$ cat config.mk
export PLATFORM = sky130hd
export DESIGN_NAME = spi_slave_rx
export DESIGN_NICKNAME = d
export VERILOG_FILES = /design/src/rtl/spi_slave_rx.sv
export SDC_FILE = /design/constraint.sdc
export NUM_CORES = 1
export LEC_CHECK = 0
export ABC_AREA = 1
export BUFFER_PORTS_ARGS = -buffer_cell sky130_fd_sc_hd__buf_4
export CAP_MARGIN = 5
export CORE_MARGIN = 8
export CORE_UTILIZATION = 35
export CTS_CLUSTER_SIZE = 12
export DETAILED_ROUTE_END_ITERATION = 10
export GPL_TIMING_DRIVEN = 0
export SLEW_MARGIN = 20
export SYNTH_ARGS = -nofsm -noshare
export SYNTH_HDL_FRONTEND = slang
export SYNTH_SLANG_ARGS = --single-unit
$ cat constraint.sdc
create_clock -name clk -period 4 [get_ports clk]
set_clock_uncertainty 0.05 [all_clocks]
set_input_delay 0.8 -clock clk [delete_from_list [all_inputs] [get_ports clk]]
set_output_delay 0.8 -clock clk [all_outputs]
set_load 0.05 [all_outputs]
$ cat src/rtl/spi_slave_rx.sv
// SPI slave receiver: synchronised sclk/cs_n/mosi, valid/ready word output, miso reply.
// Build option: define SPI_RX_LSB_FIRST_EN to shift LSB first in both directions.
module spi_slave_rx #(
    parameter int DATA_W      = 8,
    parameter int SYNC_STAGES = 2
) (
    input  logic              clk,
    input  logic              rst_n,
    input  logic              cpol,
    input  logic              cpha,
    input  logic              sclk,
    input  logic              cs_n,
    input  logic              mosi,
    output logic              miso,
    output logic              miso_oe,
    input  logic [DATA_W-1:0] tx_data,
    output logic              tx_load,
    output logic [DATA_W-1:0] rx_data,
    output logic              rx_valid,
    input  logic              rx_ready,
    output logic              overrun,
    output logic              frame_err,
    input  logic              err_clr,
    output logic              busy
);
    localparam int CNT_W = $clog2(DATA_W);
    localparam logic [CNT_W-1:0] LAST_BIT = CNT_W'(DATA_W - 1);

    typedef enum logic {IDLE, ACTIVE} state_t;
    state_t r_state, w_state_nxt;

    logic [SYNC_STAGES-1:0] r_sclk_sync, r_cs_sync, r_mosi_sync;
    logic                   r_sclk_prev, r_cs_prev;
    logic                   r_cpol, r_cpha;
    logic [CNT_W-1:0]       r_bit_cnt;
    logic [DATA_W-1:0]      r_rx_shift, r_tx_shift, r_rx_data;
    logic                   r_word_done, r_rx_valid, r_overrun;
    logic                   r_miso, r_tx_load, r_frame_err;

    logic w_sclk, w_cs, w_mosi;
    logic w_edge, w_lead, w_trail, w_sample, w_shift;
    logic w_cs_fall, w_cs_rise;
    logic w_start, w_stop, w_smp, w_shf, w_ovr_set;
    logic              w_tx_bit, w_first_bit;
    logic [DATA_W-1:0] w_rx_next, w_tx_adv, w_tx_after;

    assign w_sclk = r_sclk_sync[SYNC_STAGES-1];
    assign w_cs   = r_cs_sync[SYNC_STAGES-1];
    assign w_mosi = r_mosi_sync[SYNC_STAGES-1];

    assign w_edge    = w_sclk ^ r_sclk_prev;
    assign w_lead    = w_edge & (w_sclk ^ r_cpol);
    assign w_trail   = w_edge & ~(w_sclk ^ r_cpol);
    assign w_sample  = r_cpha ? w_trail : w_lead;
    assign w_shift   = r_cpha ? w_lead : w_trail;
    assign w_cs_fall = r_cs_prev & ~w_cs;
    assign w_cs_rise = ~r_cs_prev & w_cs;
    assign w_ovr_set = r_word_done & r_rx_valid & ~rx_ready;

`ifdef SPI_RX_LSB_FIRST_EN
    assign w_rx_next   = {w_mosi, r_rx_shift[DATA_W-1:1]};
    assign w_tx_bit    = r_tx_shift[0];
    assign w_tx_adv    = r_tx_shift >> 1;
    assign w_first_bit = tx_data[0];
    assign w_tx_after  = tx_data >> 1;
`else
    assign w_rx_next   = {r_rx_shift[DATA_W-2:0], w_mosi};
    assign w_tx_bit    = r_tx_shift[DATA_W-1];
    assign w_tx_adv    = r_tx_shift << 1;
    assign w_first_bit = tx_data[DATA_W-1];
    assign w_tx_after  = tx_data << 1;
`endif

    // Input synchronisers and previous-value flops for edge detection
    always_ff @(posedge clk or negedge rst_n) begin
        if (!rst_n) begin
            r_sclk_sync <= '0;
            r_cs_sync   <= '1;
            r_mosi_sync <= '0;
            r_sclk_prev <= 1'b0;
            r_cs_prev   <= 1'b1;
        end else begin
            r_sclk_sync <= {r_sclk_sync[SYNC_STAGES-2:0], sclk};
            r_cs_sync   <= {r_cs_sync[SYNC_STAGES-2:0], cs_n};
            r_mosi_sync <= {r_mosi_sync[SYNC_STAGES-2:0], mosi};
            r_sclk_prev <= w_sclk;
            r_cs_prev   <= w_cs;
        end
    end

    // Frame state register
    always_ff @(posedge clk or negedge rst_n) begin
        if (!rst_n) r_state <= IDLE;
        else        r_state <= w_state_nxt;
    end

    // Next state; sclk edges only count while selected
    always_comb begin
        w_state_nxt = r_state;
        w_start     = 1'b0;
        w_stop      = 1'b0;
        w_smp       = 1'b0;
        w_shf       = 1'b0;
        unique case (r_state)
            IDLE: begin
                if (w_cs_fall) begin
                    w_start     = 1'b1;
                    w_state_nxt = ACTIVE;
                end
            end
            ACTIVE: begin
                if (w_cs_rise) begin
                    w_stop      = 1'b1;
                    w_state_nxt = IDLE;
                end else begin
                    w_smp = w_sample;
                    w_shf = w_shift;
                end
            end
            default: w_state_nxt = IDLE;
        endcase
    end

    // Shift registers, bit counter, mode latch and miso drive
    always_ff @(posedge clk or negedge rst_n) begin
        if (!rst_n) begin
            r_cpol      <= 1'b0;
            r_cpha      <= 1'b0;
            r_bit_cnt   <= '0;
            r_rx_shift  <= '0;
            r_tx_shift  <= '0;
            r_miso      <= 1'b0;
            r_tx_load   <= 1'b0;
            r_frame_err <= 1'b0;
            r_word_done <= 1'b0;
        end else begin
            r_tx_load   <= 1'b0;
            r_frame_err <= 1'b0;
            r_word_done <= 1'b0;
            if (w_start) begin
                r_cpol     <= cpol;
                r_cpha     <= cpha;
                r_tx_shift <= cpha ? tx_data : w_tx_after;
                r_miso     <= w_first_bit;
                r_tx_load  <= 1'b1;
                r_bit_cnt  <= '0;
            end else if (w_stop) begin
                r_frame_err <= (r_bit_cnt != '0);
                r_bit_cnt   <= '0;
                r_miso      <= 1'b0;
            end else begin
                if (w_smp) begin
                    r_rx_shift <= w_rx_next;
                    if (r_bit_cnt == LAST_BIT) begin
                        r_bit_cnt   <= '0;
                        r_word_done <= 1'b1;
                        r_tx_shift  <= tx_data;
                        r_tx_load   <= 1'b1;
                    end else begin
                        r_bit_cnt <= r_bit_cnt + 1'b1;
                    end
                end
                if (w_shf) begin
                    r_miso     <= w_tx_bit;
                    r_tx_shift <= w_tx_adv;
                end
            end
        end
    end

    // Received-word handshake and sticky overrun
    always_ff @(posedge clk or negedge rst_n) begin
        if (!rst_n) begin
            r_rx_data  <= '0;
            r_rx_valid <= 1'b0;
            r_overrun  <= 1'b0;
        end else begin
            if (r_word_done) begin
                if (!(r_rx_valid && !rx_ready)) begin
                    r_rx_data  <= r_rx_shift;
                    r_rx_valid <= 1'b1;
                end
            end else if (r_rx_valid && rx_ready) begin
                r_rx_valid <= 1'b0;
            end
            if (w_ovr_set)    r_overrun <= 1'b1;
            else if (err_clr) r_overrun <= 1'b0;
        end
    end

    assign miso      = r_miso;
    assign miso_oe   = (r_state == ACTIVE);
    assign busy      = (r_state == ACTIVE);
    assign tx_load   = r_tx_load;
    assign rx_data   = r_rx_data;
    assign rx_valid  = r_rx_valid;
    assign overrun   = r_overrun;
    assign frame_err = r_frame_err;
endmodule
==> flow_summary.toml <==
[sta]
setup-tns-final_ns = 0
finalCritPeriodShare_pct = 47.0
setup_violations = 0
final.setup.worst_slack_ns = 2.12
slew_violations = 0
rsz0062_at_grt = "false"
hold_viol = 0
max_freq_ghz = 0.531
period_needed_ns = 1.88
relSlewSlack_pct = 63.8
holdWs_ns = 0.308
worstMarginPinSlew_ns = 0.543

[global_routing]
overflow = 0
first_global_vias = 1632
grt.total_usage_pct = 10.1
antenna_found_initial = 0
grt_max_degree = 45
grt_first_pass_wirelength_mm = 7.14

[placement]
io_buffers = 30
placed_area_um2 = 2330
gp_congestion = 0.764
hpwl_mm = 3.00
pre_cts_ws_ns = 2.16

[yosys]
seq_area_frac_synth_pct = 54.9
synth.area.mux_share_pct = 0.560
synth-seq-cells = 44
synth_compound_area_share_pct = 7.09
synth_xor_area_share_pct = 0
synth.avg_cell_area_um2 = 8.86
synth_fp_nets = 247
yosys.area_share.adder_pct = 1.87
yosysUniqueCellTypes = 24
yosys_warnings = 0
synth_cells = 227
synth_top_family_by_area = "simple AND/OR/NAND/NOR gates"
synthSimpleGateAreaFrac_pct = 27.9
synth_area_um2 = 2010

[setup_path]
worstPathMaxFanout = 4
cp_slowest_cell = "dfrtp_1"
max_stage_delay_ns = 0.42
critPathBufInv = 2
worstPathArrival_ns = 1.03
cp-start-kind = "register"
cp_data_required_time_ns = 3.15
cp.depth = 2
cpMostUsedCell = "buf_4"
path_cells = "buf_4 > buf_4"
path_class = "reg -> out"
cpLargestDelayFamily = "flip-flops"
worstSetupEndpointType = "output pin"
r2r_cells = 8

[route]
wl_per_cell_um = 12.0
routed_wl_mm = 4.05
postRouteAntennaNets = 0
post_drt_via_cell_ratio = 4.62
drt_iter0_drc = 49
first_pass_iters = 4
drc = 0
via_count = 1557

[clocking]
cts_num_sinks = 44
cts_buffers = 5
cts_tree = "built"
ctsHoldBuffers = 0
clkLatencyLatePin_ns = 0.29
cts_resized = 0
cts.clk_slew.worst_paths_ns = 0.08
post_cts_buffers = 0
htree_levels = 2
ctsRootBufferMaster = "clkbuf_8"
cts_buffer_depth = 2

[die]
placementRows = 27
die_x_um = 91.8
die_area_um2 = 8430
num_io_pins = 32
core_um2 = 5540
start_util_pct = 36.3
die_h_um = 91.8

[run_status]
status = "completed"

[finish]
layout-drive-gt1-share_pct = 23.8
fill_cells = 583
final_core_util_pct = 44.2
layout.nets = 284
syn_to_final_growth_pct = 21.7
fin_area_um2 = 2450
diodes = 0

[power]
powerDensity_nw_per_um2 = 490
leakage_uw = 0.00126
vdd_drop_max_v = 0.000249

[hold_path]
min_path_type = "reg -> reg"
hold_depth = 0

[flow_run]
cap_violations = 0
through the flow:
step                      power (µW)  cells
after floorplan                  772    227
after global placement           846    329
after detailed placement         857    329
after CTS                       1220    337
after global routing            1280    337
final                           1200    337
synth_stat cells:
master	n	share of area [%]
clkbuf_1	3	0.56
nand2_2	3	0.93
mux2_2	1	0.56
or2_2	1	0.31
dfrtp_1	41	51
nand2_4	3	1.7
buf_4	2	0.75
o22ai_1	1	0.31
nand3_2	3	1.5
buf_2	3	0.75
a21oi_1	3	0.75
dfstp_2	3	3.9
nand4_1	8	2.5
inv_1	23	4.3
o21ai_0	9	2.2
o21ai_2	1	0.44
nand2_1	63	12
o21ai_1	10	2.5
ha_1	3	1.9
inv_2	1	0.19
buf_6	2	1.1
a21oi_2	2	0.87
nand3_1	35	8.7
nor2_1	3	0.56
cell type report:
class	instances	area, µm²	share of cell area, %
multi-input cells	149	753	30.8
clock buffers	6	82.6	3.37
inverters	24	90.1	3.68
clock inverters	2	38.8	1.58
well taps	72	90.1	3.68
repair buffers	30	225	9.20
plain buffers	10	63.8	2.61
flip-flops and latches	44	1100	45.1
sequential cells by signal, indices dropped and copies added (netlist names):
register,cells
tx_load,1
rx_data,8
r_bit_cnt,3
r_sclk_sync,2
busy,1
r_rx_shift,8
frame_err,1
miso,1
r_mosi_sync,2
r_word_done,1
rx_valid,1
r_tx_shift,8
r_cs_sync,2
r_cpol,1
overrun,1
r_cs_prev,1
r_cpha,1
r_sclk_prev,1
placed cells by master, fill, tap and decap left out, types with 6 or more instances in the layout:
cell type,count
o21ai_1,10
dfrtp_1,41
buf_4,32
nand2_1,63
inv_1,23
clkbuf_8,6
nand3_1,35
nand4_1,8
o21ai_0,9
power by group:
group / internal (µW) / switching (µW) / total (µW) / leakage (µW)
Combinational: 98.8 / 166 / 265 / 0.000639
Clock: 204 / 151 / 355 / 0.0000614
Sequential: 531 / 48.9 / 580 / 0.000562
Total: 834 / 366 / 1200 / 0.00126
per-layer routing:
metal	routed length [µm]	part of all wire (%)	global-route usage, %
met1	1970	49	12.3
met2	1790	44	16.3
met3	252	6.2	3.67
met4	35	0.86	3.22
met5	0	0	0
cells by family after synthesis:
group,Yosys count
buffers and inverters,34
AO/OA/AOI/OAI,26
flip-flops,44
adder cells (fa/ha/maj),3
AND/OR/NAND/NOR,119
multiplexers,1
path summary, 6_finish.rpt:
path | from | endpoint | slack, ns
max | busy | miso_oe | 2.12
min | r_cs_sync[0] | r_cs_sync[1] | 0.31
max reg2reg | r_cs_prev | r_tx_shift[5] | 2.33
min reg2reg | r_cs_sync[0] | r_cs_sync[1] | 0.31
max in group asynchronous | rst_n | r_cs_prev | 3.08
min in group asynchronous | rst_n | rx_data[4] | 0.44
Power figures use the tool's default switching activity.
